===== config.mk =====
export PLATFORM = sky130hd
export DESIGN_NAME = mac_vec_accum
export DESIGN_NICKNAME = d
export VERILOG_FILES = /design/src/rtl/mac_pkg.sv /design/src/rtl/mac_requant.sv /design/src/rtl/mac_vec_accum.sv
export SDC_FILE = /design/constraint.sdc
export NUM_CORES = 1
export LEC_CHECK = 0
export ABC_AREA = 1
export BUFFER_PORTS_ARGS = -buffer_cell sky130_fd_sc_hd__buf_2
export CAP_MARGIN = 20
export CORE_MARGIN = 4
export CORE_UTILIZATION = 45
export CTS_BUF_LIST = sky130_fd_sc_hd__clkbuf_4 sky130_fd_sc_hd__clkbuf_8
export DETAILED_ROUTE_END_ITERATION = 10
export GPL_ROUTABILITY_DRIVEN = 0
export PLACE_DENSITY = 0.71
export SYNTH_ARGS = -nofsm -noshare
export SYNTH_HDL_FRONTEND = slang
export SYNTH_SLANG_ARGS = --single-unit

===== constraint.sdc =====
create_clock -name clk -period 7.1 [get_ports clk]
set_input_delay 0.355 -clock clk [delete_from_list [all_inputs] [get_ports clk]]
set_output_delay 0.355 -clock clk [all_outputs]
set_load 0.02 [all_outputs]

===== src/rtl/mac_pkg.sv =====
// Shared types, default widths and the saturating clip helper for the MAC family.
package mac_pkg;

    typedef enum logic [1:0] {
        ST_IDLE  = 2'd0,
        ST_ACCUM = 2'd1,
        ST_FLUSH = 2'd2,
        ST_HOLD  = 2'd3
    } state_t;

    localparam int DATA_W_DEF  = 16;
    localparam int ACC_W_DEF   = 40;
    localparam int LEN_W_DEF   = 8;
    localparam int OUT_W_DEF   = 16;
    localparam int SHIFT_W_DEF = 5;

    typedef struct packed {
        logic signed [63:0] value;
        logic               sat;
    } clip_t;

    // Clip a sign-extended value into a signed field of the given width.
    function automatic clip_t sat_clip(input logic signed [63:0] value, input int unsigned width);
        logic signed [63:0] max_v;
        logic signed [63:0] min_v;
        clip_t              r;
        max_v = (64'sd1 <<< (width - 1)) - 64'sd1;
        min_v = -(64'sd1 <<< (width - 1));
        if (value > max_v) begin
            r.value = max_v;
            r.sat   = 1'b1;
        end else if (value < min_v) begin
            r.value = min_v;
            r.sat   = 1'b1;
        end else begin
            r.value = value;
            r.sat   = 1'b0;
        end
        return r;
    endfunction

endpackage


===== src/rtl/mac_requant.sv =====
// Combinational requantiser: floor arithmetic shift, optional ReLU, signed saturation.
module mac_requant
    import mac_pkg::*;
#(
    parameter int ACC_W   = ACC_W_DEF,
    parameter int OUT_W   = OUT_W_DEF,
    parameter int SHIFT_W = SHIFT_W_DEF
) (
    input  logic signed [ACC_W-1:0]   i_acc,
    input  logic        [SHIFT_W-1:0] i_shift,
    input  logic                      i_relu,
    output logic signed [OUT_W-1:0]   o_data,
    output logic                      o_sat
);

    logic signed [ACC_W-1:0] w_shifted;
    logic signed [ACC_W-1:0] w_relu;
    logic signed [63:0]      w_ext;
    clip_t                   w_clip;

    // Shift, rectify, widen to the helper's width and clip to the output range.
    always_comb begin
        w_shifted = i_acc >>> i_shift;
        w_relu    = (i_relu && (w_shifted < 0)) ? '0 : w_shifted;
        w_ext     = 64'(w_relu);
        w_clip    = sat_clip(w_ext, OUT_W);
        o_data    = OUT_W'(w_clip.value);
        o_sat     = w_clip.sat;
    end

endmodule


===== src/rtl/mac_vec_accum.sv =====
// Signed dot-product engine with programmable length, 2-stage MAC pipeline,
// valid/ready on both sides and a requantised result.
//
//  state    | meaning
//  ---------+--------------------------------------------------------------
//  ST_IDLE  | waiting for the first beat of a vector; cfg latched on accept
//  ST_ACCUM | accepting beats until the last one is taken
//  ST_FLUSH | last product folded into the sum, result registered
//  ST_HOLD  | result presented until out_ready
module mac_vec_accum
    import mac_pkg::*;
#(
    parameter int DATA_W  = DATA_W_DEF,
    parameter int ACC_W   = ACC_W_DEF,
    parameter int LEN_W   = LEN_W_DEF,
    parameter int OUT_W   = OUT_W_DEF,
    parameter int SHIFT_W = SHIFT_W_DEF
) (
    input  logic                      clk,
    input  logic                      reset_n,
    input  logic                      clear,
    input  logic        [LEN_W-1:0]   cfg_len,
    input  logic        [SHIFT_W-1:0] cfg_shift,
    input  logic                      cfg_relu,
    input  logic                      in_valid,
    output logic                      in_ready,
    input  logic signed [DATA_W-1:0]  in_a,
    input  logic signed [DATA_W-1:0]  in_b,
    output logic                      out_valid,
    input  logic                      out_ready,
    output logic signed [OUT_W-1:0]   out_data,
    output logic signed [ACC_W-1:0]   out_acc,
    output logic                      out_sat,
    output logic                      busy
);

    state_t                    r_state;
    state_t                    w_state_nxt;

    logic        [LEN_W-1:0]   r_count;
    logic        [LEN_W-1:0]   r_len;
    logic        [SHIFT_W-1:0] r_shift;
    logic                      r_relu;
    logic signed [2*DATA_W-1:0] r_prod;
    logic                      r_prod_vld;
    logic signed [ACC_W-1:0]   r_acc;
    logic                      r_out_valid;
    logic signed [OUT_W-1:0]   r_out_data;
    logic signed [ACC_W-1:0]   r_out_acc;
    logic                      r_out_sat;

    logic                      w_in_ready;
    logic                      w_accept;
    logic                      w_clear;
    logic        [LEN_W-1:0]   w_len_eff;
    logic        [LEN_W-1:0]   w_len_m1;
    logic                      w_last;
    logic signed [ACC_W-1:0]   w_prod_ext;
    logic signed [ACC_W-1:0]   w_sum;
    logic signed [OUT_W-1:0]   w_rq_data;
    logic                      w_rq_sat;

    // Handshake, last-beat detect and the sum that FLUSH registers.
    // A length of 0 wraps to all-ones in len-1, which makes it mean 2^LEN_W.
    always_comb begin
        w_in_ready = ((r_state == ST_IDLE) || (r_state == ST_ACCUM)) && !clear;
        w_accept   = in_valid && w_in_ready;
        w_clear    = clear && (r_state != ST_HOLD);
        w_len_eff  = (r_state == ST_IDLE) ? cfg_len : r_len;
        w_len_m1   = w_len_eff - LEN_W'(1);
        w_last     = (r_count == w_len_m1);
        w_prod_ext = ACC_W'(r_prod);
        w_sum      = r_acc + (r_prod_vld ? w_prod_ext : '0);
    end

    mac_requant #(
        .ACC_W   (ACC_W),
        .OUT_W   (OUT_W),
        .SHIFT_W (SHIFT_W)
    ) u_requant (
        .i_acc   (w_sum),
        .i_shift (r_shift),
        .i_relu  (r_relu),
        .o_data  (w_rq_data),
        .o_sat   (w_rq_sat)
    );

    // State register.
    always_ff @(posedge clk or negedge reset_n) begin
        if (!reset_n) begin
            r_state <= ST_IDLE;
        end else begin
            r_state <= w_state_nxt;
        end
    end

    // Next-state logic; clear aborts everything except a pending result.
    always_comb begin
        w_state_nxt = r_state;
        case (r_state)
            ST_IDLE:  if (w_accept) w_state_nxt = w_last ? ST_FLUSH : ST_ACCUM;
            ST_ACCUM: if (w_accept && w_last) w_state_nxt = ST_FLUSH;
            ST_FLUSH: w_state_nxt = ST_HOLD;
            ST_HOLD:  if (out_ready) w_state_nxt = ST_IDLE;
            default:  w_state_nxt = ST_IDLE;
        endcase
        if (w_clear) begin
            w_state_nxt = ST_IDLE;
        end
    end

    // Multiply/accumulate pipeline, config latch and result registers.
    always_ff @(posedge clk or negedge reset_n) begin
        if (!reset_n) begin
            r_count     <= '0;
            r_len       <= '0;
            r_shift     <= '0;
            r_relu      <= 1'b0;
            r_prod      <= '0;
            r_prod_vld  <= 1'b0;
            r_acc       <= '0;
            r_out_valid <= 1'b0;
            r_out_data  <= '0;
            r_out_acc   <= '0;
            r_out_sat   <= 1'b0;
        end else if (w_clear) begin
            r_acc      <= '0;
            r_count    <= '0;
            r_prod_vld <= 1'b0;
        end else begin
            r_prod_vld <= w_accept;
            if (w_accept) begin
                r_prod  <= (2*DATA_W)'(in_a) * (2*DATA_W)'(in_b);
                r_count <= r_count + LEN_W'(1);
            end
            if (w_accept && (r_state == ST_IDLE)) begin
                r_len   <= cfg_len;
                r_shift <= cfg_shift;
                r_relu  <= cfg_relu;
            end
            if (r_state == ST_FLUSH) begin
                r_out_acc   <= w_sum;
                r_out_data  <= w_rq_data;
                r_out_sat   <= w_rq_sat;
                r_out_valid <= 1'b1;
                r_acc       <= '0;
                r_count     <= '0;
            end else if (r_prod_vld) begin
                r_acc <= r_acc + w_prod_ext;
            end
            if ((r_state == ST_HOLD) && out_ready) begin
                r_out_valid <= 1'b0;
            end
        end
    end

    assign in_ready  = w_in_ready;
    assign out_valid = r_out_valid;
    assign out_data  = r_out_data;
    assign out_acc   = r_out_acc;
    assign out_sat   = r_out_sat;
    assign busy      = (r_state != ST_IDLE);

endmodule

==> impl_metrics.ini, run 1 <==
[outcome]
outcome = complete, no violations

[floorplanning]
io_pins = 111
die-area_sq_mm = 0.0575
coreArea_sq_mm = 0.0529
initial_core_util_pct = 45.8
die_h_microns = 240
fp-row-count = 84
die_w_microns = 240

[placed_design]
portBuffers = 110
place_ws_ns = 0.849
hpwl_microns = 49000
dp.cells = 4251

[timing]
tightest_slew_ns = 1.06
fmax_mhz = 174
final.min_clock_period_ns = 5.76
rsz0062_at_grt = false
setup_ws_ns = 1.34
skew_ns = 0.0229
finalSetupViolCount = 0
fin_crit_sh_pct = 81.1
hold_viol = 0
relSlewSlack_pct = 29.4
maxSlewViolCount = 0
tns_ns = 0

[yosys]
synth-edff-count = 0
synthFlopType = dfrtp_1
async_reset_ff_share_pct = 100
synth_area_sq_mm = 0.0242
yosys_warnings = 0
seq_area_frac_synth_pct = 16.0
ys_ff_latch = 155
yosys-top-cells-count = 1116 x nand2_1, 719 x inv_1, 264 x fa_1
synth_nets = 4053
synth_cells = 3572
synth_area_leaders = fa_1 22%, nand2_1 17%, dfrtp_1 16%
post_synth_num_cell_types = 57
synth_top_area_share_pct = 21.8
yosysMostFrequentCell = nand2_1
syn_area_per_cell_sq_um = 6.77
synth_top_cell_by_area = fa_1

[routing]
vias = 21656
drt-initial-drc-count = 1577
drc = 0
vias_per_cell = 5.05
dr.pass1.iters = 5
finalWirelength_microns = 60500
antenna_left = 0
wire_per_inst_microns = 14.1

[power]
power_density_mw_per_mm2 = 515
p_leak_nw = 14.7
vdd_drop_max_mv = 0.858

[clock_network]
cts-root-buf = clkbuf_8
cts_sinks = 155
cts_setup_buffers = 0
clk_pin_slew_ns = 0.09
cts_tree = done
ctsHtreeMaxLevel = 4
cts_buffers = 17
cts_resized = 0
cts_hold_buf = 2
max-clock-path-buffers = 2
clock_latency_ns = 0.51

[critical_path]
crit_path_end_kind = flop
startpoint_type = input port
critPathKind = input port to flop
r2r.worst_path.cells = 30
cp.arrival_ns = 6.13
crit_fanout = 16
required_ns = 7.47

[grt]
grt_pass1_vias = 21477
grt_pass1_wl_microns = 104000
antenna_found_initial = 0
grt_max_degree = 95
grt_usage_pct = 21.8
grt.overflow.total = 0

[finish]
nFillCells = 5443
syn2layout_area_growth_pct = 6.37
drive_above_1_share_pct = 6.58
n_antenna_cell = 0
final_cells = 4288
finalNetCount = 4068

[hold_path]
hp-class = input port to flop
hold_path_depth = 3

[job]
cap_violations = 0
critical path, stage by stage:
cell and delay (ns):
buf_2 0.33, nand2_1 0.14, fa_1 0.55, inv_1 0.05
fa_1 0.54, inv_1 0.06, fa_1 0.51, inv_1 0.06
fa_1 0.53, inv_1 0.05, fa_1 0.48, inv_1 0.05
fa_1 0.43, ha_1 0.36, nand2_1 0.09, nor2_1 0.12
inv_1 0.05, o21bai_1 0.32, a21boi_1 0.18, o21bai_1 0.23
a21boi_1 0.15, o21ai_0 0.23, xor2_1 0.18, o21ai_1 0.07
path summary, 6_finish.rpt:
| path | start | slack [ns] | endpoint |
|---|---|---|---|
| worst max register to register | r_prod_vld$_DFF_PN0_ | 2.56 | out_data[12]$_DFFE_PN0P_ |
| max in group asynchronous | reset_n | 5.27 | r_acc[30]$_DFFE_PN0P_ |
| worst min register to register | out_data[12]$_DFFE_PN0P_ | 0.48 | out_data[12]$_DFFE_PN0P_ |
| worst max-delay path | in_a[12] | 1.34 | r_prod[30]$_DFFE_PN0P_ |
| worst min-delay path | cfg_relu | 0.10 | r_relu$_DFFE_PN0P_ |
| min in group asynchronous | reset_n | 0.49 | out_acc[7]$_DFFE_PN0P_ |
state kept, by name, indices dropped and copies added, names as in the netlist:
| name | cells |
|---|---|
| out_sat | 1 |
| out_acc | 40 |
| r_prod_vld | 1 |
| r_len | 8 |
| out_data | 16 |
| r_state | 2 |
| r_shift | 5 |
| r_count | 8 |
| r_relu | 1 |
| out_valid | 1 |
| r_acc | 40 |
| r_prod | 32 |
report_power, final:
group          leakage, nW  internal [mW]  switching (mW)
Clock                0.231          0.435           0.375
Sequential            2.00           1.21           0.333
Combinational         12.5           4.27            6.63
Total                 14.7           5.91            7.34
per-layer routing:
layer  routed length [microns]  share of wire, %  vias to the layer above  global-route usage [%]
li1                          -                 -                    10928                       -
met4                      2050               3.4                        0                    7.26
met5                         0                 0                        -                       0
met1                     27200                45                    10027                    29.0
met3                      2720               4.5                      125                    2.68
met2                     28600                47                      576                    37.1
metrics by stage:
step | util (%) | hold slack (ns) | power (mW) | cell area, sq um
floorplan | - | 0.0594 | 9.98 | 24200
global placement | 47.6 | 0.459 | 12.3 | 25200
detailed placement | 47.6 | 0.460 | 12.4 | 25200
CTS | 48.5 | 0.0716 | 13.3 | 25700
global route | 48.7 | 0.0906 | 15.1 | 25700
finish | 48.7 | 0.100 | 13.3 | 25700
layout make-up:
| class | count | area (sq um) | area share (%) |
|---|---|---|---|
| tap | 688 | 861 | 3.34 |
| timing repair buffer | 126 | 742 | 2.88 |
| multi-input combinational | 2557 | 17000 | 66.2 |
| clock inverter | 13 | 214 | 0.831 |
| inverter | 730 | 2740 | 10.7 |
| clock buffer | 19 | 255 | 0.992 |
| sequential | 155 | 3880 | 15.1 |
kinds of logic after synthesis:
logic type                 after synthesis  share of synthesized area (%)
buffers and inverters                  860                           13.6
muxes                                    3                          0.124
DFF                                    155                           16.0
AOI/OAI and AO/OA                      407                           9.18
adders and majority gates              430                           30.4
xor gates and xnor gates                62                           2.24
and+or+nand+nor                       1655                           28.4
cell usage in the layout (no fill, tap or decap), types with 14 or more instances in the layout:
cell type     n
nor2_2       14
dfrtp_1     155
ha_1        166
a21oi_1     126
buf_2       109
a31oi_1      25
nor3_1       16
inv_1       719
nand3_1     248
nand2_2      16
o21ai_0     193
or2_2        15
xor2_1       33
nand2_1    1114
fa_1        264
nor2_1      187
clkbuf_8     18
nand4_1      14
xnor2_1      29
Note: power is estimated with default switching activity, not from simulation.
==> inputs of run 2 (changes only) <==
PLACE_DENSITY = 0.74   (was 0.71)
clock period = 4.72 ns   (was 7.1 ns; I/O delays follow)
==> impl_metrics.ini, run 2 (synthesized netlist as in run 1, its figures left out) <==
[placed_design]
place_ws_ns = -0.863
portBuffers = 110
postPlaceCellArea_sq_mm = 0.0268
hpwl_microns = 54500
dp.cells = 4417

[critical_path]
cpMaxStageDelayCell = fa_1
critPathKind = input port to flop
startpoint_type = input port
slowest_delay_ns = 0.59
crit_fanout = 5
required_ns = 5.06
path_cells = buf_12 > buf_12 > buf_8 > nand2_2 > inv_2 > fa_1 > inv_1 > fa_1 > fa_1 > fa_1 > fa_1 > fa_1 > inv_2 > ha_4 > buf_4 > nand2_2 > nor2_1 > nand2_2 > nand2_2 > a21oi_2 > o21ai_2 > buf_4 > xnor2_2 > o21ai_1
crit_path_end_kind = flop
cpMostUsedCell = fa_1
cp.arrival_ns = 5.26

[grt]
grt_pass1_wl_microns = 110000
grt_usage_pct = 23.1
antenna_found_initial = 2
grt_pass1_vias = 22719
grt.overflow.total = 0
grt_max_degree = 93

[job]
cap_violations = 0

[routing]
vias = 23126
drt-initial-drc-count = 1946
vias_per_cell = 5.17
antenna_left = 0
dr.pass1.iters = 6
wire_per_inst_microns = 14.9
finalWirelength_microns = 66700
drc = 0

[finish]
syn2layout_area_growth_pct = 15.9
final_cells = 4471
final_area_sq_mm = 0.0280
seqCellArea_sq_mm = 0.00388
finalNetCount = 4251
drive_above_1_share_pct = 14.2
layout_common_cells = 1081 x nand2_1, 700 x inv_1, 259 x fa_1
nFillCells = 5058
n_antenna_cell = 0
layout_commonest_cell = nand2_1
multi_input_comb_area_sq_mm = 0.0177

[floorplanning]
io_pins = 111
coreArea_sq_mm = 0.0529
die_h_microns = 240
die-area_sq_mm = 0.0575
initial_core_util_pct = 45.8
die_w_microns = 240
fp-row-count = 84

[clock_network]
cts_buffers = 17
cts-root-buf = clkbuf_8
cts_tree = done
clock_latency_ns = 0.48
cts_sinks = 155
max-clock-path-buffers = 2
ctsHtreeMaxLevel = 4
clk_pin_slew_ns = 0.09

[outcome]
violations = setup timing
outcome = finished, violations left

[timing]
fin_crit_sh_pct = 104
final.min_clock_period_ns = 4.93
maxSlewViolCount = 0
skew_ns = 0.0195
relSlewSlack_pct = 37.5
finalSetupViolCount = 12
whs_ns = 0.0234
setup_ws_ns = -0.207
rsz0062_at_grt = true
tightest_slew_ns = 0.937
hold_viol = 0
fmax_mhz = 203

[hold_path]
hp-class = input port to flop
## run 2: stage by stage
| step | utilization, % | setup TNS, ns |
|---|---|---|
| after floorplan | - | -4.70 |
| after global placement | 50.6 | -10.85 |
| after detailed placement | 50.7 | -12.88 |
| after CTS | 52.5 | -0.665 |
| after global routing | 53.0 | -4.00 |
| final | 53.0 | -1.74 |
## run 2: per-layer routing
metal	share of wire [%]	global-route usage [%]	vias up	wire, microns
met4	2.7	6.59	4	1790
met1	42	30.4	10867	28200
met2	48	39.8	803	32300
met5	0.039	0	-	26
met3	6.5	3.36	144	4320
li1	-	-	11308	-
## run 2: path summary, 6_finish.rpt
check	from	end	slack, ns	cells past startpoint
min reg2reg	out_data[3]$_DFFE_PN0P_	out_data[3]$_DFFE_PN0P_	0.48	2
min in group asynchronous	reset_n	r_acc[37]$_DFFE_PN0P_	0.39	2
max reg2reg	r_prod_vld$_DFF_PN0_	out_data[13]$_DFFE_PN0P_	0.45	27
max in group asynchronous	reset_n	r_state[1]$_DFFE_PN0P_	3.23	3
min	cfg_len[7]	r_len[7]$_DFFE_PN0P_	0.02	3
max	in_a[5]	r_prod[27]$_DFFE_PN0P_	-0.21	24
## run 2: timing repair
item / CTS / global route
gates cloned: 0 / 0
setup buffers: 14 / 5
pin swaps: 46 / 40
endpoints found under the hold margin: 92 / 0
hold buffers: 3 / 0
setup endpoints to repair: 14 / 29
gates resized for setup: 106 / 62
## run 2: cell type report
cell class | count | area share (%)
multi-input cells | 2557 | 63.0
flip-flops and latches | 155 | 13.8
inverters | 730 | 9.81
repair buffers | 309 | 8.80
well taps | 688 | 3.07
clock buffers | 18 | 0.884
clock inverters | 14 | 0.647
## run 2: critical path, delay by kind of cell
kind,cells,cell delay (ns)
buffers and inverters,8,0.77
XOR/XNOR,1,0.09
AND/OR/NAND/NOR,5,0.43
adder cells (fa/ha/maj),7,3.39
AO/OA/AOI/OAI,3,0.34
Power of run 2 is left out: the tool's default activity adds up to more than one toggle a clock period on the data nets, which glitch-free logic cannot reach.
==> inputs of run 3 (changes only) <==
CORE_ASPECT_RATIO = 1.25   (was not set)
HOLD_SLACK_MARGIN = 0.1   (was not set)
PLACE_DENSITY = not set   (was 0.74)
==> impl_metrics.ini, run 3 (synthesized netlist as in run 1, its figures left out) <==
[finish]
layout_commonest_cell = nand2_1
nFillCells = 5380
final_cells = 4481
syn2layout_area_growth_pct = 17.2
drive_above_1_share_pct = 15.1
finalNetCount = 4275
fin_util_pct = 53.6
layout_common_cells = 1077 x nand2_1, 691 x inv_1, 253 x fa_1

[clock_network]
cts_buffers = 17
clock_latency_ns = 0.52
cts_tree = done
clk_pin_slew_ns = 0.09
max-clock-path-buffers = 2
ctsHtreeMaxLevel = 4
cts_sinks = 155
cts-root-buf = clkbuf_8

[critical_path]
r2r.worst_path.cells = 31
timing.rr.start = r_prod_vld$_DFF_PN0_
crit_fanout = 6
cp.arrival_ns = 5.24
startpoint_type = input port
crit_path_end_kind = flop
r2r_slack_ns = 0.46
r2r-end = out_data[3]$_DFFE_PN0P_
critPathKind = input port to flop
required_ns = 5.09

[timing]
finalSetupViolCount = 8
setup_ws_ns = -0.148
hold_viol = 0
fin_crit_sh_pct = 103
tightest_slew_ns = 1.01
relSlewSlack_pct = 32.9
skew_ns = 0.0208
fmax_mhz = 205
rsz0062_at_grt = true
maxSlewViolCount = 0
final.min_clock_period_ns = 4.87

[job]
cap_violations = 0

[hold_path]
hp-class = input port to flop
worstHoldStart = in_b[0]
hold_path_depth = 3
whs_endpoint = r_prod[0]$_DFFE_PN0P_

[floorplanning]
initial_core_util_pct = 45.7
coreArea_sq_mm = 0.0529
io_pins = 111
die_w_microns = 215
die_h_microns = 267
fp-row-count = 94
die-area_sq_mm = 0.0576

[grt]
antenna_found_initial = 1
grt_max_degree = 85
grt_usage_pct = 23.7
grt.overflow.total = 0
grt_pass1_vias = 22588
grt_pass1_wl_microns = 112000

[placed_design]
dp.cells = 4400
hpwl_microns = 56100
portBuffers = 110
place_ws_ns = -0.890

[routing]
vias = 22436
drc = 0
wire_per_inst_microns = 15.2
vias_per_cell = 5.01
dr.pass1.iters = 6
finalWirelength_microns = 68200
drt-initial-drc-count = 1427
antenna_left = 0

[outcome]
outcome = finished, violations left
violations = setup timing
==> run 3: cell types whose count changed in the layout (fill, tap and decap cells not counted), moves of 5 or more <==
| cell | previous run | this run |
|---|---|---|
| fa_1 | 259 | 253 |
| dlygate4sd3_1 | 3 | 16 |
| nand2_2 | 41 | 46 |
| buf_4 | 182 | 187 |
| buf_6 | 13 | 24 |
| inv_2 | 26 | 37 |
| a21oi_1 | 111 | 102 |
| fa_2 | 5 | 11 |
| buf_8 | 9 | 3 |
| a21oi_2 | 15 | 23 |
| o21ai_0 | 178 | 170 |
| inv_1 | 700 | 691 |
==> run 3: through the flow <==
| stage | hold WS (ns) | instance area [sq um] | TNS, ns |
|---|---|---|---|
| floorplan | -0.0596 | 24800 | -4.70 |
| global placement | 0.331 | 26700 | -11.56 |
| detailed placement | 0.341 | 26700 | -12.32 |
| CTS | 0.122 | 27900 | -0.154 |
| global route | 0.142 | 28400 | -2.26 |
| finish | 0.146 | 28400 | -0.697 |
==> run 3: per-layer routing <==
| metal | wire length, microns | vias up | global-route usage, % |
|---|---|---|---|
| met5 | 0 | - | 0 |
| li1 | - | 11355 | - |
| met4 | 2800 | 0 | 9.32 |
| met3 | 1740 | 154 | 1.78 |
| met2 | 35300 | 434 | 43.8 |
| met1 | 28400 | 10493 | 28.7 |
==> run 3: worst max-delay path by stage <==
stage,startpoint,end,cells after the start
after floorplan,in_b[1],r_prod[28]$_DFFE_PN0P_,24
after global placement,in_b[1],r_prod[30]$_DFFE_PN0P_,22
after detailed placement,in_b[1],r_prod[30]$_DFFE_PN0P_,20
after CTS,in_b[1],r_prod[31]$_DFFE_PN0P_,27
after global routing,in_a[6],r_prod[29]$_DFFE_PN0P_,31
final,in_a[6],r_prod[26]$_DFFE_PN0P_,22
==> run 3: critical path: stages <==
cell	delay, ns
buf_12	0.12
buf_8	0.14
buf_4	0.14
nand2_2	0.06
inv_2	0.03
fa_1	0.52
inv_2	0.04
fa_1	0.48
fa_1	0.60
fa_1	0.46
fa_1	0.49
fa_1	0.53
inv_2	0.05
ha_4	0.25
a21oi_2	0.14
o21a_1	0.14
a21boi_4	0.22
o21bai_4	0.10
a21boi_4	0.18
buf_4	0.13
xor2_1	0.12
o21ai_1	0.07
==> run 3: layout make-up <==
type	instances	area, sq um	share of cell area, %
timing repair buffer	333	2730	9.62
tap	672	841	2.96
clock buffer	17	234	0.825
inverter	730	2740	9.67
clock inverter	15	223	0.785
sequential	155	3880	13.7
antenna	2	5.00	0.0176
multi-input combinational	2557	17700	62.4
==> run 3: timing repair <==
item | in CTS | in global routing
hold endpoints to repair | 98 | 0
pin swaps | 61 | 80
buffers inserted | 22 | 6
cloned | 0 | 3
gates resized for setup | 123 | 103
endpoints found under the setup margin | 12 | 31
hold buffers | 16 | 0
Power of run 3 is left out for the same reason.
